`config.mk`:
```
export PLATFORM = sky130hd
export DESIGN_NAME = clksel_sched
export DESIGN_NICKNAME = d
export VERILOG_FILES = /design/src/rtl/clksel_sched.sv
export SDC_FILE = /design/constraint.sdc
export NUM_CORES = 1
export LEC_CHECK = 0
export BUFFER_PORTS_ARGS = -buffer_cell sky130_fd_sc_hd__buf_2
export CAP_MARGIN = 20
export CORE_ASPECT_RATIO = 1.75
export CORE_MARGIN = 8
export CORE_UTILIZATION = 35
export CTS_CLUSTER_DIAMETER = 100
export CTS_CLUSTER_SIZE = 28
export DETAILED_ROUTE_END_ITERATION = 16
export GPL_ROUTABILITY_DRIVEN = 1
export HOLD_SLACK_MARGIN = 0.02
export SYNTH_ARGS = -nofsm -noshare
export SYNTH_HDL_FRONTEND = slang
export SYNTH_SLANG_ARGS = --single-unit
```
`constraint.sdc`:
```
create_clock -name hsclk_in -period 1.7 [get_ports hsclk_in]
set_input_delay 0.34 -clock hsclk_in [delete_from_list [all_inputs] [get_ports hsclk_in]]
set_output_delay 0.34 -clock hsclk_in [all_outputs]
set_load 0.005 [all_outputs]
```
`src/rtl/clksel_sched.sv`:
```
`default_nettype none
// ============================================================================
//  Module   : clksel_sched
//  Purpose  : Sequences the glitch-free CPU clock switch between the local
//             high-speed clock and the slow host clock. It requests the fast
//             clock after a run of idle cycles and waits for the switch's
//             synchronised feedback before releasing the CPU. It stalls the
//             CPU through every transition and on host accesses made while
//             running fast.
//  Ports    : hsclk_in        high-speed clock, the only clock domain here
//             rst_b           asynchronous active-low reset
//             fast_en         software permission to run fast
//             host_req        current CPU cycle targets host memory/IO
//             hsclk_selected  switch feedback (foreign domain), fast active
//             lsclk_selected  switch feedback (foreign domain), slow active
//             hsclk_sel       registered request to the switch, 1 = fast
//             cpu_rdy         0 stalls the CPU
//             state_o         current state encoding (debug)
//             sw_err          sticky: a transition exceeded TIMEOUT cycles
//  Revision : 1.0  initial release
// ============================================================================
module clksel_sched #(
   parameter int SYNC_STAGES = 2,
   parameter int HOLD_CYCLES = 16,
   parameter int HOLD_W      = 5,
   parameter int TIMEOUT     = 255,
   parameter int TO_W        = 8
) (
   input  logic       hsclk_in,
   input  logic       rst_b,
   input  logic       fast_en,
   input  logic       host_req,
   input  logic       hsclk_selected,
   input  logic       lsclk_selected,
   output logic       hsclk_sel,
   output logic       cpu_rdy,
   output logic [2:0] state_o,
   output logic       sw_err
);

   typedef enum logic [2:0] {
      ST_LS_RUN = 3'd0,
      ST_TO_HS  = 3'd1,
      ST_HS_RUN = 3'd2,
      ST_TO_LS  = 3'd3
   } state_t;

   localparam logic [HOLD_W-1:0] C_HOLD_INIT = HOLD_W'(HOLD_CYCLES);
   localparam logic [HOLD_W-1:0] C_HOLD_ONE  = HOLD_W'(1);
   localparam logic [TO_W-1:0]   C_TO_MAX    = TO_W'(TIMEOUT);

   // ------------------------------------------------------------------------
   // Feedback synchronisers. The ls chain resets to 1 because the switch
   // itself comes out of reset driving the slow clock.
   // ------------------------------------------------------------------------
   logic [SYNC_STAGES-1:0] hs_sync_q;
   logic [SYNC_STAGES-1:0] ls_sync_q;
   logic                   hs_ack;
   logic                   ls_ack;

   always_ff @(posedge hsclk_in or negedge rst_b) begin
      if (!rst_b) begin
         hs_sync_q <= '0;
         ls_sync_q <= '1;
      end else begin
         hs_sync_q <= {hs_sync_q[SYNC_STAGES-2:0], hsclk_selected};
         ls_sync_q <= {ls_sync_q[SYNC_STAGES-2:0], lsclk_selected};
      end
   end

   assign hs_ack = hs_sync_q[SYNC_STAGES-1];
   assign ls_ack = ls_sync_q[SYNC_STAGES-1];

   // A transition completes only on an unambiguous one-hot ack pair; both
   // high or both low (make/break windows of the switch) keep us waiting.
   logic w_hs_done;
   logic w_ls_done;
   logic w_go_slow;

   assign w_hs_done = hs_ack & ~ls_ack;
   assign w_ls_done = ls_ack & ~hs_ack;
   assign w_go_slow = host_req | ~fast_en;

   // ------------------------------------------------------------------------
   // State machine
   // ------------------------------------------------------------------------
   state_t              state_q,     state_d;
   logic                hsclk_sel_q, hsclk_sel_d;
   logic                rdy_q,       rdy_d;
   logic                sw_err_q,    sw_err_d;
   logic [HOLD_W-1:0]   hold_q,      hold_d;
   logic [TO_W-1:0]     to_q,        to_d;
   logic [TO_W-1:0]     w_to_inc;

   // Saturating at TIMEOUT keeps the counter meaningful however long the
   // switch stalls.
   assign w_to_inc = (to_q >= C_TO_MAX) ? C_TO_MAX : (to_q + TO_W'(1));

   always_comb begin
      state_d  = state_q;
      hold_d   = C_HOLD_INIT;   // outside LS_RUN the counter sits preloaded
      to_d     = '0;            // outside transitions the counter sits clear
      sw_err_d = sw_err_q;

      case (state_q)
         ST_LS_RUN: begin
            if (w_go_slow) begin
               hold_d = C_HOLD_INIT;
            end else if (hold_q <= C_HOLD_ONE) begin
               state_d = ST_TO_HS;
            end else begin
               hold_d = hold_q - HOLD_W'(1);
            end
         end
         ST_TO_HS: begin
            // No reversal here even if host_req/!fast_en appear: the switch
            // must finish its handshake before being asked to go back.
            if (w_hs_done) begin
               state_d = ST_HS_RUN;
            end else begin
               to_d = w_to_inc;
               if (w_to_inc == C_TO_MAX) begin
                  sw_err_d = 1'b1;
               end
            end
         end
         ST_HS_RUN: begin
            if (w_go_slow) begin
               state_d = ST_TO_LS;
            end
         end
         ST_TO_LS: begin
            if (w_ls_done) begin
               state_d = ST_LS_RUN;
            end else begin
               to_d = w_to_inc;
               if (w_to_inc == C_TO_MAX) begin
                  sw_err_d = 1'b1;
               end
            end
         end
         default: begin
            // Corrupted encoding: heading to slow is always safe.
            state_d = ST_TO_LS;
         end
      endcase

      hsclk_sel_d = (state_d == ST_TO_HS) || (state_d == ST_HS_RUN);
      rdy_d       = (state_d == ST_LS_RUN) || (state_d == ST_HS_RUN);
   end

   always_ff @(posedge hsclk_in or negedge rst_b) begin
      if (!rst_b) begin
         state_q     <= ST_LS_RUN;
         hsclk_sel_q <= 1'b0;
         rdy_q       <= 1'b1;
         sw_err_q    <= 1'b0;
         hold_q      <= C_HOLD_INIT;
         to_q        <= '0;
      end else begin
         state_q     <= state_d;
         hsclk_sel_q <= hsclk_sel_d;
         rdy_q       <= rdy_d;
         sw_err_q    <= sw_err_d;
         hold_q      <= hold_d;
         to_q        <= to_d;
      end
   end

   // In HS_RUN a host access must stall in the very cycle it is decoded,
   // so that gating is combinational on top of the registered ready.
   assign cpu_rdy   = rdy_q & ~((state_q == ST_HS_RUN) & host_req);
   assign hsclk_sel = hsclk_sel_q;
   assign state_o   = state_q;
   assign sw_err    = sw_err_q;

endmodule
`default_nettype wire

```
---- After elaboration in Yosys (flattened, before gate mapping) ----
Cells that the tools add are included.
word-level totals
  register bits ........................... 23
  input port bits ......................... 6
  output and inout port bits .............. 6
  word-level logic and storage cells ...... 52
cells by class
  $add $sub $neg .......................... 2
  magnitude comparators ................... 2
  equal/unequal tests ..................... 8
  multiplexer cells ....................... 17
  bitwise logic cells ..................... 9
  reductions and logical operators ........ 6
operators with widths
  cell                                                  number
  two-way mux 8 bit                                     3
  case mux 8 bit (2 select lines)                       1
  two-way mux 3 bit                                     5
  two-way mux 5 bit                                     3
  case mux 3 bit (4 select lines)                       1
  equality test 3 x 2 -> 1 bit (second input constant)  3
  adder 8 x 1 -> 8 bit (second input constant)          1
  equality test 8 bit (second input constant)           1
  >= comparator 8 bit (second input constant)           1
  equality test 3 x 1 -> 1 bit (second input constant)  2
  zero test 3 bit                                       2
  <= comparator 5 x 1 -> 1 bit (second input constant)  1
  subtractor 5 x 1 -> 5 bit (second input constant)     1
  AND 1 bit                                             4
  != test 2 bit (second input constant)                 2
  NOT 1 bit                                             4
  two-way mux 1 bit                                     3
  AND reduction 3 bit                                   1
  logical OR 1 bit                                      2
  case mux 1 bit (2 select lines)                       1
  nonzero test 2 bit                                    1
  bitwise OR 1 bit                                      1

---- Depth between registers and ports, before layout ----
Gate-level depths: netlist of the first run.
  depth after elaboration ................. 6
  depth in mapped cells ................... 5
  mapped depth without buffers ............ 5

---- Least setup slack after synthesis of the first run ----
Ideal clock, no wire load.
  kind .................................... reg-to-reg
  from .................................... register to_q[0]
  to ...................................... register sw_err_q, in the netlist sw_err
  setup time .............................. 0.120 ns
  arrival ................................. 1.600 ns
  data required time ...................... 1.580 ns
  path slack .............................. -0.020 ns
  cell stages (with the launch flop) ...... 6
  buffers on the path ..................... 0
  clock period less this slack ............ 1.720 ns
  cells stage by stage .................... dfrtp_1 -> ha_1 -> and4_4 -> and4b_1 -> or3_1 -> a41o_1
between the ends
  word-level cells in the longest chain between the ends .. 6
  elaborated cells between the ends (all ways) .. 8
  those cells by class .................... add/sub: 1; order compare: 1; eq/ne: 1; mux: 5
RTL lines
  element                                                      RTL line  source
  start: declaration                                           92        logic [TO_W-1:0] to_q, to_d;
  start signal: assignment                                     166       to_q <= to_d;
  adder 8 x 1 -> 8 bit or >= comparator 8 bit (tied branches)  97        assign w_to_inc = (to_q >= C_TO_MAX) ? C_TO_MAX : (to_q + TO_W'(1));
  two-way mux 8 bit *                                          97
  equality test 8 bit *                                        122, 137
  two-way mux 1 bit *                                          --
  two-way mux 1 bit, on equally long branches                  --
  case mux 1 bit (2 select lines) *                            --
  end signal: assignment                                       164       sw_err_q <= sw_err_d;
  end: declaration                                             90        logic sw_err_q, sw_err_d;
Mark *: on every way between the ends. The rest lies on a longest branch, timed or not. The select of a mux whose other input is x is not followed.
A chain may end at the register's enable or synchronous reset.

---- Worst setup path in the final report of the first run ----
  from .................................... register to_q[1]
  to ...................................... register sw_err_q, in the netlist sw_err
Same word-level chain as after synthesis.

==> results of run 1 <==
Yosys cell counts, types with 2 or more instances:
cell | n | area share
xnor2_1 | 3 | 0.024
nor2b_1 | 2 | 0.011
dfrtp_1 | 19 | 0.44
dfstp_2 | 4 | 0.096
o21ai_0 | 2 | 0.0092
or3_1 | 2 | 0.011
a21oi_1 | 8 | 0.037
ha_1 | 3 | 0.034
nor2_1 | 8 | 0.028
nor3_1 | 6 | 0.028
inv_1 | 7 | 0.024
xor2_1 | 2 | 0.016
nand3b_1 | 2 | 0.014
a31oi_1 | 5 | 0.029
nand2_1 | 9 | 0.031
metrics by stage:
step	setup TNS, ns	total power, W	hold slack (ns)	util	std cells
after floorplan	0	0.000644	0.0444	-	105
after global placement	0	0.000687	0.329	0.398	161
after detailed placement	0	0.000691	0.341	0.398	161
after CTS	0	0.00103	0.0461	0.412	165
after global routing	-0.00632	0.00107	0.0753	0.415	166
final	0	0.00102	0.0276	0.415	166
cell families after synthesis:
family,count (synthesis),share of synthesized area
simple gates,41,0.220
other cells,1,0.00344
fa+ha+maj,3,0.0344
xor+xnor,5,0.0401
flops,23,0.532
compound gates,23,0.136
buf+inv,9,0.0333
flip-flops by register name (all words and copies together) (netlist names):
| name | cells |
|---|---|
| to_q | 8 |
| hold_q | 5 |
| state_o | 3 |
| hs_sync_q | 2 |
| ls_sync_q | 2 |
| hsclk_sel | 1 |
| rdy_q | 1 |
| sw_err | 1 |
where the power goes:
part           switching, W  internal [W]
combinational     0.0000503     0.0000414
sequential        0.0000194      0.000571
clock              0.000169      0.000167
what timing repair did:
item	CTS	global route
setup endpoints to repair	0	2
gates resized for setup	0	1
hold endpoints to repair	0	0
setup buffers	0	1
routing by layer:
layer | up-vias | share of wire | wire length [um] | track usage
li1 | 411 | - | - | -
met1 | 406 | 0.38 | 811 | 0.0842
met3 | 7 | 0.031 | 66 | 0.0200
met2 | 18 | 0.56 | 1210 | 0.166
met4 | 0 | 0.031 | 67 | 0.0638
met5 | - | 0 | 0 | 0
worst paths after layout:
check	from	cells past startpoint	to	slack [ns]
worst max-delay path	to_q[1]	5	sw_err	0.04
worst max register to register	to_q[1]	5	sw_err	0.04
min in group hsclk_in	lsclk_selected	1	ls_sync_q[0]	0.17
worst min register to register	ls_sync_q[0]	0	ls_sync_q[1]	0.36
worst min-delay path	rst_b	1	to_q[1]	0.03
max in group asynchronous	rst_b	1	state_o[1]	1.30
worst reg2reg max path, cell delays in order (launching register included):
cell and delay (ns):
dfrtp_1 0.41, ha_2 0.20, and4_4 0.20, and4b_1 0.18, or3_1 0.37, a41o_1 0.19
final cells by class:
type	instances	share of cell area
Timing Repair Buffer	16	0.0725
Tap cell	43	0.0422
Clock buffer	4	0.0353
Multi-Input combinational cell	73	0.374
Sequential cell	23	0.456
Inverter	7	0.0206
==> impl_metrics.env, run 1 <==
export IMPL_post_route_period_util=0.975
export IMPL_core_um2=3070
export IMPL_die_height_um=89.9
export IMPL_setup_viol=0
export IMPL_critPathBufInv=0
export IMPL_start_util=0.355
export IMPL_insertion_delay_ns=0.26
export IMPL_place_hpwl_um=1620
export IMPL_period_needed_ns=1.66
export IMPL_gp_congestion=0.872
export IMPL_die_w_um=58.2
export IMPL_final_area_um2=1280
export IMPL_grt_ovfl_total=0
export IMPL_synth_warnings=0
export IMPL_synth_cell_types=38
export IMPL_drt_total_wl_um=2160
export IMPL_cts_root_buffer="clkbuf_8"
export IMPL_postSynthCellCount=105
export IMPL_die_area_um2=5230
export IMPL_antenna_found_initial=0
export IMPL_viasPerCell=5.07
export IMPL_grt_pass1_vias=898
export IMPL_seqCellArea_um2=582
export IMPL_cp_end_kind="register"
export IMPL_ys_ff_latch=23
export IMPL_fin_nets=133
export IMPL_postRouteAntennaNets=0
export IMPL_htree_levels=1
export IMPL_layout_commonest_cell="dfrtp_1"
export IMPL_clkSinkCount=23
export IMPL_worst_slack_ns=0.0431
export IMPL_avgSynthCellArea_um2=10.4
export IMPL_io_buffers=11
export IMPL_crit_chain="ha_2, and4_4, and4b_1, or3_1, a41o_1"
export IMPL_max_clock_freq_mhz=604
export IMPL_syn_area_um2=1090
export IMPL_crit_fanout=5
export IMPL_clk_pin_slew_worst_paths_ns=0.08
export IMPL_peakVddDrop_uv=540
export IMPL_first_pass_iters=4
export IMPL_drtIter0Drc=11
export IMPL_place_ws_ns=0.0404
export IMPL_hold_viol_final=0
export IMPL_area_growth_syn_to_layout_pct=17.0
export IMPL_rows=27
export IMPL_cp_top_family="simple AND/OR/NAND/NOR gates"
export IMPL_dpl_cell_area_um2=1220
export IMPL_arrival_ns=1.82
export IMPL_cts_max_path_buffers=2
export IMPL_cp_slowest_cell="dfrtp_1"
export IMPL_vias=842
export IMPL_cts_tree="built"
export IMPL_drv_slew=0
export IMPL_track_usage=0.0911
export IMPL_cap_violations=0
export IMPL_rsz0062_at_grt="true"
export IMPL_max_stage_delay_ns=0.41
export IMPL_yosysSeqAreaShare=0.532
export IMPL_start_kind="register"
export IMPL_synthArstFlopShare=1.00
export IMPL_mostFrequentLayoutCells="18 x dfrtp_1, 11 x buf_2, 9 x nand2_1"
export IMPL_cts_hold_buf=0
export IMPL_drc=0
export IMPL_worstPathRequired_ns=1.86
export IMPL_num_fill_cells=306
export IMPL_synth_edf_count=0
export IMPL_syn_num_nets=114
export IMPL_ios=12
export IMPL_hold_path_class="in2async"
export IMPL_power_per_cell_area_nw_per_um2=798
export IMPL_grt_pass1_wl_um=3770
export IMPL_synth_ff_type="dfrtp_1"
export IMPL_drive_above_1_share=0.244
export IMPL_wl_per_cell_um=13.0
export IMPL_p_leak_nw=0.568
export IMPL_antennaDiodeCount=0
export IMPL_grt_max_degree=24
export IMPL_outcome="finished clean"
export IMPL_cts_buffers=3
export IMPL_multi_input_area_um2=477
export IMPL_clock_skew_ns=0.00598
export IMPL_worst_setup_path_type="reg2reg"
Note: power is estimated with default switching activity, not from simulation.
==> run 2, diff against run 1 <==
clock period = 1.5 ns   (was 1.7 ns; I/O delays follow)
==> impl_metrics.env, run 2 (synthesis gave the netlist of run 1 again) <==
export IMPL_outcome="finished with violations"
export IMPL_violations="negative setup slack"
export IMPL_setup_viol=1
export IMPL_slew_headroom=0.663
export IMPL_place_ws_ns=-0.0584
export IMPL_max_stage_delay_ns=0.42
export IMPL_cap_violations=0
export IMPL_hold_viol_final=0
export IMPL_track_usage=0.0921
export IMPL_cp_end_kind="register"
export IMPL_critPathBufInv=0
export IMPL_drv_slew=0
export IMPL_cts_tree="built"
export IMPL_place_hpwl_um=1660
export IMPL_clkPwrFrac=0.322
export IMPL_start_util=0.355
export IMPL_worst_setup_path_type="reg2reg"
export IMPL_cts_max_path_buffers=2
export IMPL_die_w_um=58.2
export IMPL_cp_top_family="simple AND/OR/NAND/NOR gates"
export IMPL_core_um2=3070
export IMPL_ff2ff_setup_slack_ns=-0.04
export IMPL_cp_slowest_cell="dfrtp_1"
export IMPL_crit_chain="ha_4, and4_4, and4b_1, or3_1, a41o_1"
export IMPL_ios=12
export IMPL_viasPerCell=4.99
export IMPL_grt_ovfl_total=0
export IMPL_drc=0
export IMPL_antennaDiodeCount=0
export IMPL_insertion_delay_ns=0.26
export IMPL_wl_per_cell_um=12.8
export IMPL_crit_fanout=4
export IMPL_fin_nets=142
export IMPL_drt_total_wl_um=2240
export IMPL_area_growth_syn_to_layout_pct=28.9
export IMPL_worst_slack_ns=-0.0398
export IMPL_postRouteAntennaNets=0
export IMPL_clkSinkCount=23
export IMPL_gp_congestion=0.858
export IMPL_antenna_found_initial=0
export IMPL_io_buffers=11
export IMPL_power_internal_w=0.000903
export IMPL_largest_reg_flops=8
export IMPL_mostFrequentLayoutCells="18 x dfrtp_1, 12 x buf_4, 11 x buf_2"
export IMPL_period_needed_ns=1.54
export IMPL_layout_commonest_cell="dfrtp_1"
export IMPL_final_setup_tns_ns=-0.0398
export IMPL_post_route_period_util=1.03
export IMPL_worstMarginPinSlew_ns=0.506
export IMPL_vias=873
export IMPL_grt_pass1_vias=955
export IMPL_p_sw_w=0.000288
export IMPL_drive_above_1_share=0.341
export IMPL_p_seq_frac=0.556
export IMPL_drtIter0Drc=21
export IMPL_start_kind="register"
export IMPL_arrival_ns=1.70
export IMPL_die_height_um=89.9
export IMPL_holdWs_ns=0.128
export IMPL_clk_pin_slew_worst_paths_ns=0.08
export IMPL_htree_levels=1
export IMPL_p_leak_nw=0.619
export IMPL_grt_pass1_wl_um=3860
export IMPL_hold_path_class="in2reg"
export IMPL_die_area_um2=5230
export IMPL_grt_max_degree=24
export IMPL_cts_root_buffer="clkbuf_8"
export IMPL_peakVddDrop_uv=885
export IMPL_clock_skew_ns=0.00110
export IMPL_cts_buffers=3
export IMPL_max_clock_freq_mhz=649
export IMPL_worstPathRequired_ns=1.66
export IMPL_top_register="to_q"
export IMPL_p_comb_frac=0.122
export IMPL_first_pass_iters=4
export IMPL_rows=27
export IMPL_rsz0062_at_grt="true"
export IMPL_power_per_cell_area_nw_per_um2=847
export IMPL_swShare=0.242
[run 2: cell count changes in the layout (fill, tap and decap cells not counted), sizes merged]
cell	before	now
buf	16	24
clkbuf	4	3
clkinvlp	0	1
dlygate4sd3	0	1
[run 2: repair_timing]
action / CTS / global route
buffers inserted: 3 / 0
hold endpoints to repair: 19 / 0
hold buffers: 1 / 0
pin swaps: 5 / 5
setup endpoints to repair: 2 / 8
resized for setup: 7 / 3
[run 2: area by class of cell]
class / instances / area, um^2
clock inverters: 1 / 7.51
multi-input cells: 73 / 529
inverters: 7 / 26.3
flip-flops and latches: 23 / 582
repair buffers: 25 / 166
fillers: 283 / 1670
well taps: 43 / 53.8
clock buffers: 3 / 41.3
[run 2: worst paths after layout]
check                               start           end  cells after the start
hold reg to reg              hs_sync_q[0]  hs_sync_q[1]                      0
max in group asynchronous           rst_b    state_o[0]                      2
setup reg to reg                  to_q[1]        sw_err                      5
hold / removal             lsclk_selected  ls_sync_q[0]                      1
min in group asynchronous           rst_b       to_q[2]                      2
setup / recovery                  to_q[1]        sw_err                      5
[run 2: routing by layer]
layer,GRT usage,vias up,share of wire
met5,0,-,0
met4,0.0535,0,0.028
met3,0.0171,6,0.014
met2,0.176,11,0.58
met1,0.0836,430,0.38
li1,-,426,-
[run 2: power by group through the flow]
| stage | Combinational [W] | Clock (W) | Sequential (W) |
|---|---|---|---|
| floorplan | 0.0000561 | 0 | 0.000678 |
| global placement | 0.000109 | 0 | 0.000680 |
| detailed placement | 0.000111 | 0 | 0.000682 |
| CTS | 0.000145 | 0.000405 | 0.000663 |
| global route | 0.000165 | 0.000417 | 0.000665 |
| finish | 0.000145 | 0.000384 | 0.000663 |
[run 2: stage by stage]
step / util / cell area [um^2] / total power (W) / cells
after floorplan: - / 1100 / 0.000734 / 105
after global placement: 0.416 / 1280 / 0.000789 / 167
after detailed placement: 0.416 / 1280 / 0.000793 / 167
after CTS: 0.454 / 1400 / 0.00121 / 175
after global routing: 0.457 / 1410 / 0.00125 / 175
final: 0.457 / 1410 / 0.00119 / 175
==> run 3, diff against run 2 <==
CORE_ASPECT_RATIO = default   (was 1.75)
GPL_TIMING_DRIVEN = 1   (was default)
REMOVE_ABC_BUFFERS = 1   (was default)
==> impl_metrics.env, run 3 (synthesis gave the netlist of run 1 again) <==
export IMPL_postRouteAntennaNets=0
export IMPL_clock_skew_ns=0.0114
export IMPL_antennaDiodeCount=0
export IMPL_drv_slew=0
export IMPL_hold_path_class="in2reg"
export IMPL_start_util=0.363
export IMPL_arrival_ns=1.79
export IMPL_critPathBufInv=0
export IMPL_insertion_delay_ns=0.32
export IMPL_grtUsageMet3=0.0377
export IMPL_outcome="finished with violations"
export IMPL_drc=0
export IMPL_core_um2=3000
export IMPL_peakVddDrop_uv=628
export IMPL_worstMarginPinSlew_ns=0.514
export IMPL_hold_viol_final=0
export IMPL_area_growth_syn_to_layout_pct=29.2
export IMPL_worst_slack_ns=-0.0632
export IMPL_dpl_cell_area_um2=1280
export IMPL_slew_headroom=0.658
export IMPL_track_usage=0.0999
export IMPL_cp_depth=5
export IMPL_first_pass_iters=4
export IMPL_layout_commonest_cell="buf_4"
export IMPL_p_seq_frac=0.605
export IMPL_violations="negative setup slack"
export IMPL_grt_max_degree=24
export IMPL_worst_setup_path_type="reg2reg"
export IMPL_grt_use_met1=0.115
export IMPL_p_comb_frac=0.135
export IMPL_crit_fanout=3
export IMPL_drt_total_wl_um=2340
export IMPL_p_leak_nw=0.646
export IMPL_drive_above_1_share=0.374
export IMPL_swShare=0.248
export IMPL_cp_slowest_cell="dfrtp_1"
export IMPL_min_from="lsclk_selected"
export IMPL_grt_pass1_vias=938
export IMPL_cap_violations=0
export IMPL_final_setup_tns_ns=-0.156
export IMPL_antenna_found_initial=0
export IMPL_r2r_start="to_q[1]"
export IMPL_p_sw_w=0.000271
export IMPL_viasPerCell=5.18
export IMPL_r2r_cells=5
export IMPL_final_area_um2=1410
export IMPL_grt_pass1_wl_um=4130
export IMPL_num_fill_cells=280
export IMPL_start_kind="register"
export IMPL_fin_nets=149
export IMPL_cts_root_buffer="clkbuf_4"
export IMPL_grt_ovfl_total=0
export IMPL_min_delay_path_depth=1
export IMPL_period_needed_ns=1.56
export IMPL_clkSinkCount=23
export IMPL_cts_max_path_buffers=2
export IMPL_power_per_cell_area_nw_per_um2=777
export IMPL_cp_startpoint="to_q[1]"
export IMPL_io_buffers=11
export IMPL_power_internal_w=0.000824
export IMPL_max_clock_freq_mhz=640
export IMPL_die_height_um=71.8
export IMPL_ios=12
export IMPL_vias=891
export IMPL_place_hpwl_um=1600
export IMPL_clkPwrFrac=0.260
export IMPL_wl_per_cell_um=13.6
export IMPL_die_area_um2=5160
export IMPL_worstPathRequired_ns=1.72
export IMPL_cp_top_family="simple AND/OR/NAND/NOR gates"
export IMPL_gp_congestion=0.812
export IMPL_grt_busiest_layer="met2"
export IMPL_setup_viol=4
export IMPL_drtIter0Drc=11
export IMPL_cp_end_kind="register"
export IMPL_clk_pin_slew_worst_paths_ns=0.13
export IMPL_cts_tree="built"
export IMPL_crit_chain="ha_2, and4_4, and4b_1, or3_1, a41o_1"
export IMPL_largest_reg_flops=8
export IMPL_max_stage_delay_ns=0.40
export IMPL_rsz0062_at_grt="true"
export IMPL_cts_buffers=3
export IMPL_grtUsageMet2=0.168
export IMPL_die_w_um=71.8
export IMPL_mostFrequentLayoutCells="19 x buf_4, 18 x dfrtp_1, 11 x buf_2"
export IMPL_htree_levels=1
export IMPL_rows=20
export IMPL_post_route_period_util=1.04
export IMPL_top_register="to_q"
==> run 3: layout make-up <==
type                            count  area, um^2  area share
Inverter                            7        26.3      0.0186
Tap cell                           33        41.3      0.0293
Clock buffer                        4        26.3      0.0186
Multi-Input combinational cell     73         515       0.366
Timing Repair Buffer               32         219       0.155
Sequential cell                    23         582       0.413
==> run 3: through the flow <==
step / instances / hold slack (ns) / setup WS, ns / utilization / power (W)
3_5_place_dp: 161 / 0.311 / -0.188 / 0.427 / 0.000790
5_1_grt: 172 / 0.0429 / -0.121 / 0.470 / 0.00116
2_1_floorplan: 103 / 0.00441 / -0.220 / - / 0.000726
6_report: 172 / 0.0778 / -0.0632 / 0.470 / 0.00110
4_1_cts: 170 / 0.0612 / -0.0763 / 0.453 / 0.00110
3_3_place_gp: 161 / 0.293 / -0.139 / 0.427 / 0.000786
==> run 3: path summary, 6_finish.rpt <==
| kind | to | slack [ns] |
|---|---|---|
| min in group asynchronous | hsclk_sel | 0.47 |
| setup reg to reg | sw_err | -0.06 |
| max in group asynchronous | ls_sync_q[1] | 0.65 |
| hold reg to reg | hs_sync_q[1] | 0.36 |
| hold / removal | ls_sync_q[0] | 0.08 |
| setup / recovery | sw_err | -0.06 |
==> run 3: worst reg2reg max path, delay by kind of cell (launching register included) <==
kind / cells / cell delay [ns]
compound gates: 1 / 0.18
simple gates: 3 / 0.70
fa+ha+maj: 1 / 0.21
flops: 1 / 0.40
==> run 3: timing repair <==
item | in CTS | in global routing
pin swaps | 7 | 6
gates resized for setup | 5 | 7
endpoints found under the hold margin | 19 | 0
endpoints found under the setup margin | 2 | 12
setup buffers | 4 | 2
hold buffers | 1 | 0
gates cloned | 0 | 0
==> run 3: layer usage <==
layer  wire length, um  share of wire
met2              1180           0.50
met4                27          0.012
met1              1030           0.44
met5                 0              0
met3                97          0.041
==> run 3: power groups by stage <==
stage	Sequential [W]	Combinational, W	Clock [W]
2_1_floorplan	0.000679	0.0000471	0
3_5_place_dp	0.000679	0.000110	0
5_1_grt	0.000666	0.000169	0.000326
6_report	0.000662	0.000148	0.000285
4_1_cts	0.000662	0.000134	0.000307
3_3_place_gp	0.000678	0.000108	0
